==> config.mk <==
export PLATFORM = sky130hd
export DESIGN_NAME = rfile_warb
export DESIGN_NICKNAME = d
export VERILOG_FILES = /design/src/rtl/rfile_warb.sv
export SDC_FILE = /design/constraint.sdc
export NUM_CORES = 1
export LEC_CHECK = 0
export ABC_AREA = 1
export CAP_MARGIN = 15
export CORE_MARGIN = 8
export CORE_UTILIZATION = 46
export CTS_CLUSTER_SIZE = 10
export DETAILED_ROUTE_END_ITERATION = 16
export PLACE_DENSITY = 0.93
export SLEW_MARGIN = 20
export SYNTH_ARGS = -nofsm -noshare
export SYNTH_HDL_FRONTEND = slang
export SYNTH_SLANG_ARGS = --single-unit
==> constraint.sdc <==
create_clock -name clk_i -period 9.7 [get_ports clk_i]
set_input_delay 2.91 -clock clk_i [delete_from_list [all_inputs] [get_ports clk_i]]
set_output_delay 2.91 -clock clk_i [all_outputs]
set_load 0.1 [all_outputs]
==> src/rtl/rfile_warb.sv <==
// rfile_warb: two-requester arbiter for a single register-file write port.
// Define RFILE_WARB_RR_EN for round-robin tie-break; otherwise requester 0 always wins ties.
module rfile_warb #(
   parameter int CNT_W = 16
) (
   input  logic             clk_i,
   input  logic             rst_i,
   input  logic             req0_valid_i,
   input  logic [4:0]       req0_addr_i,
   input  logic [31:0]      req0_data_i,
   output logic             req0_ready_o,
   input  logic             req1_valid_i,
   input  logic [4:0]       req1_addr_i,
   input  logic [31:0]      req1_data_i,
   output logic             req1_ready_o,
   output logic             reg_write_o,
   output logic [4:0]       w_addr_o,
   output logic [31:0]      w_data_o,
   output logic             last_grant_o,
   output logic [CNT_W-1:0] conflict_cnt_o
);
   logic             gnt0, gnt1, xfer, pri0;
   logic [4:0]       addr_sel;
   logic [31:0]      data_sel;
   logic             reg_write_q, reg_write_d, last_grant_q, last_grant_d;
   logic [4:0]       w_addr_q, w_addr_d;
   logic [31:0]      w_data_q, w_data_d;
   logic [CNT_W-1:0] conflict_cnt_q, conflict_cnt_d;
`ifdef RFILE_WARB_RR_EN
   typedef enum logic {PRI0, PRI1} pri_e;
   pri_e pri_q, pri_d;
   always_ff @(posedge clk_i or posedge rst_i)
      if (rst_i) pri_q <= PRI0;
      else       pri_q <= pri_d;
   always_comb begin
      pri_d = gnt0 ? PRI1 : (gnt1 ? PRI0 : pri_q);
   end
   assign pri0 = (pri_q == PRI0);
`else
   assign pri0 = 1'b1;
`endif
   always_comb begin
      // readies are held low while reset is asserted
      gnt0           = ~rst_i & req0_valid_i & (~req1_valid_i | pri0);
      gnt1           = ~rst_i & req1_valid_i & ~gnt0;
      xfer           = gnt0 | gnt1;
      addr_sel       = gnt1 ? req1_addr_i : req0_addr_i;
      data_sel       = gnt1 ? req1_data_i : req0_data_i;
      reg_write_d    = xfer & (addr_sel != 5'd0);
      w_addr_d       = reg_write_d ? addr_sel : w_addr_q;
      w_data_d       = reg_write_d ? data_sel : w_data_q;
      last_grant_d   = xfer ? gnt1 : last_grant_q;
      conflict_cnt_d = (req0_valid_i & req1_valid_i & ~&conflict_cnt_q) ? conflict_cnt_q + 1'b1 : conflict_cnt_q;
   end
   always_ff @(posedge clk_i or posedge rst_i)
      if (rst_i) begin
         reg_write_q    <= 1'b0;
         w_addr_q       <= '0;
         w_data_q       <= '0;
         last_grant_q   <= 1'b0;
         conflict_cnt_q <= '0;
      end else begin
         reg_write_q    <= reg_write_d;
         w_addr_q       <= w_addr_d;
         w_data_q       <= w_data_d;
         last_grant_q   <= last_grant_d;
         conflict_cnt_q <= conflict_cnt_d;
      end
   assign req0_ready_o   = gnt0;
   assign req1_ready_o   = gnt1;
   assign reg_write_o    = reg_write_q;
   assign w_addr_o       = w_addr_q;
   assign w_data_o       = w_data_q;
   assign last_grant_o   = last_grant_q;
   assign conflict_cnt_o = conflict_cnt_q;
endmodule

==> impl_metrics.py <==
metrics = {
    "placement": {
        "io_buffers": 134,
        "place_hpwl_mm": 7.259,
        "postPlaceCellArea_um2": 4374,
        "globalplace.congestion": 0.8913,
    },
    "synthesis": {
        "ys_ff_latch": 55,
        "async_reset_ff_share_pct": 100.0,
        "synth-edff-count": 0,
        "synth_top_flop_cell": "dfrtp_1",
        "synth.distinct_cells": 23,
        "synthCells": 427,
        "synthAdderAreaFrac_pct": 0.4120,
        "synthSimpleGateAreaFrac_pct": 43.26,
        "synth_fp_nets": 506,
        "yosysWarningCount": 0,
        "syn_area_um2": 3037,
        "yosys.area_share.xor_xnor_pct": 2.596,
        "synth_mux_area_share_pct": 0,
        "avgSynthCellArea_um2": 7.112,
        "synth_compound_area_share_pct": 1.483,
        "synth_top_family_by_area": "simple AND/OR/NAND/NOR gates",
        "ys_seq_area_share_pct": 45.32,
    },
    "setup_path": {
        "crit_top_cell": "inv_2",
        "cp.required_ps": 6790,
        "reg2regPathDepth": 8,
        "start_kind": "input port",
        "crit_type": "input port to primary output",
        "critPathTopFamily": "buffers and inverters",
        "setup.worst_path.end_class": "primary output",
        "cp_num_cells": 5,
        "slowest_delay_ps": 710,
        "rrSetupSlack_ps": 7520,
        "reg2reg_to": "conflict_cnt_o[14]",
        "path_buf_inv": 4,
        "cp_max_fo": 38,
        "path_cells": "clkdlybuf4s50_1, inv_2, nand3_2, inv_2, buf_12",
        "r2r_start": "conflict_cnt_o[0]",
        "worstPathArrival_ps": 5080,
        "cp_slowest_cell": "inv_2",
    },
    "cts": {
        "cts_made_buffers": 5,
        "cts_resized": 0,
        "clkLatencyLatePin_ps": 290,
        "clk_pin_slew_ps": 90,
        "cts_tree": "done",
        "htreeDepth": 2,
        "postCtsHoldBufs": 0,
        "root_buffer": "clkbuf_8",
        "cts_max_path_buffers": 2,
        "post_cts_buffers": 0,
        "clock_sinks": 55,
    },
    "sta": {
        "fmax_mhz": 125.2,
        "min_period_ps": 7988,
        "worst_pin_slew_ps": 1052,
        "final_hold_viol_count": 0,
        "fin_worst_skew_ps": 5.610,
        "slew_headroom_pct": 29.64,
        "slew_violations": 0,
        "min_period_over_period_pct": 82.35,
        "rsz0062_at_grt": "no",
        "setup_tns_ps": 0,
        "setup_viol": 0,
    },
    "final_layout": {
        "layout_common_cells": "nand2_1, clkdlybuf4s50_1, nand3_1, dfrtp_1, inv_1",
        "area_delta_synth_final_pct": 47.92,
        "final_common_cell": "nand2_1",
        "drive_gt1_share_pct": 4.015,
        "nets": 626,
        "final_design_area_no_fill_um2": 4492,
        "antenna_cells": 0,
    },
    "route": {
        "finalWirelength_mm": 9.443,
        "avgRoutedWirePerCell_um": 15.11,
        "num_vias": 3252,
        "post-route-drc-count": 0,
        "via_per_inst": 5.203,
        "drtAntennaViolNets": 0,
        "drt_iter0_drc": 134,
        "dr.pass1.iters": 4,
    },
    "floorplan": {
        "core_area_um2": 6386,
        "die_x_um": 97.25,
        "dieArea_um2": 9458,
        "die_y_um": 97.25,
        "start_util_pct": 47.55,
        "io-pin-count": 135,
        "rows": 29,
    },
    "power_and_ir_drop": {
        "p_leak_uw": 0.002231,
        "peakVddDrop_mv": 0.2454,
        "cellPowerDensity_nw_per_um2": 195.1,
    },
    "min_path": {
        "hold_path_depth": 2,
        "worstHoldStart": "w_addr_o[4]",
        "holdPathEnd": "w_addr_o[4]",
        "hold_class": "register to register",
    },
    "global_route": {
        "grt_overflow": 0,
        "antenna_found_initial": 0,
        "grt_max_degree": 57,
        "grt_pass1_vias": 3250,
        "grt_usage_pct": 19.52,
        "grt_pass1_wl_mm": 15.53,
    },
    "status": {
        "outcome": "complete, no violations",
    },
    "job": {
        "max_cap_viol_count": 0,
    },
}
## routing by layer
metal / vias up / share of wire, % / global-route usage [%]
met5: - / 0 / 0
met4: 0 / 1.6 / 4.662
met3: 14 / 11 / 9.175
met2: 150 / 49 / 33.33
met1: 1496 / 39 / 21.37
li1: 1592 / - / -
## stage by stage
stage          power [uW]  utilization [%]  hold WS [ps]  std cells  setup WS [ps]
6_report            876.2            70.34         501.5        625           1712
5_1_grt             914.1            70.34         541.9        625           1549
4_1_cts             881.7            70.34         503.2        625           1731
3_5_place_dp        727.0            68.50         479.2        617           1741
3_3_place_gp        719.0            68.46         457.9        617           1851
2_1_floorplan       601.4                -         975.4        427           2316
## synth_stat cells, types with 2 or more instances
cell	count	share of area, %
buf_2	9	1.5
buf_4	2	0.49
buf_6	4	1.5
clkbuf_1	8	0.99
dfrtp_1	55	45
inv_1	16	2.0
inv_2	3	0.37
nand2_1	201	25
nand3_1	79	13
nand3_2	2	0.66
nand3b_1	4	0.99
nand4_1	3	0.62
nor2_1	14	1.7
nor3_1	4	0.66
o21ai_0	8	1.3
xnor2_1	4	1.2
xor2_1	5	1.4
## sequential cells by signal, summed over array words and instances, names as in the netlist
register and cells:
w_addr_o 5, reg_write_o 1, last_grant_o 1, w_data_o 32, conflict_cnt_o 16
## worst max-delay path by stage
stage,to,start
CTS,req1_ready_o,req0_valid_i
detailed placement,req1_ready_o,req0_valid_i
finish,req1_ready_o,req0_valid_i
global route,req1_ready_o,req0_valid_i
global placement,req1_ready_o,req0_valid_i
floorplan,req1_ready_o,rst_i
## tightest hold or removal path: stages, from the launching register on
cell and delay (ps):
dfrtp_1 360, nand2_1 60, nand2_1 50
## final cells by class
type / instances / area (um^2)
Fill cell: 495 / 1894
Clock buffer: 6 / 82.58
Sequential cell: 55 / 1376
Inverter: 19 / 71.32
Multi-Input combinational cell: 329 / 1456
Timing Repair Buffer: 137 / 1374
Tap cell: 77 / 96.34
Clock inverter: 2 / 35.03
## cell families (layout without fill, tap and decap cells)
kind of cell             after synthesis  count (layout)
adder cells (fa/ha/maj)                1               1
AO/OA/AOI/OAI                          9               9
AND/OR/NAND/NOR                      310             310
buffers and inverters                 43             164
XOR/XNOR                               9               9
flip-flops                            55              55
## power breakdown
part	internal [uW]	switching [uW]	total (uW)
Clock	83.7	72.6	156
Combinational	110	322	431
Sequential	261	27.4	289
Power figures use the tool's default switching activity.
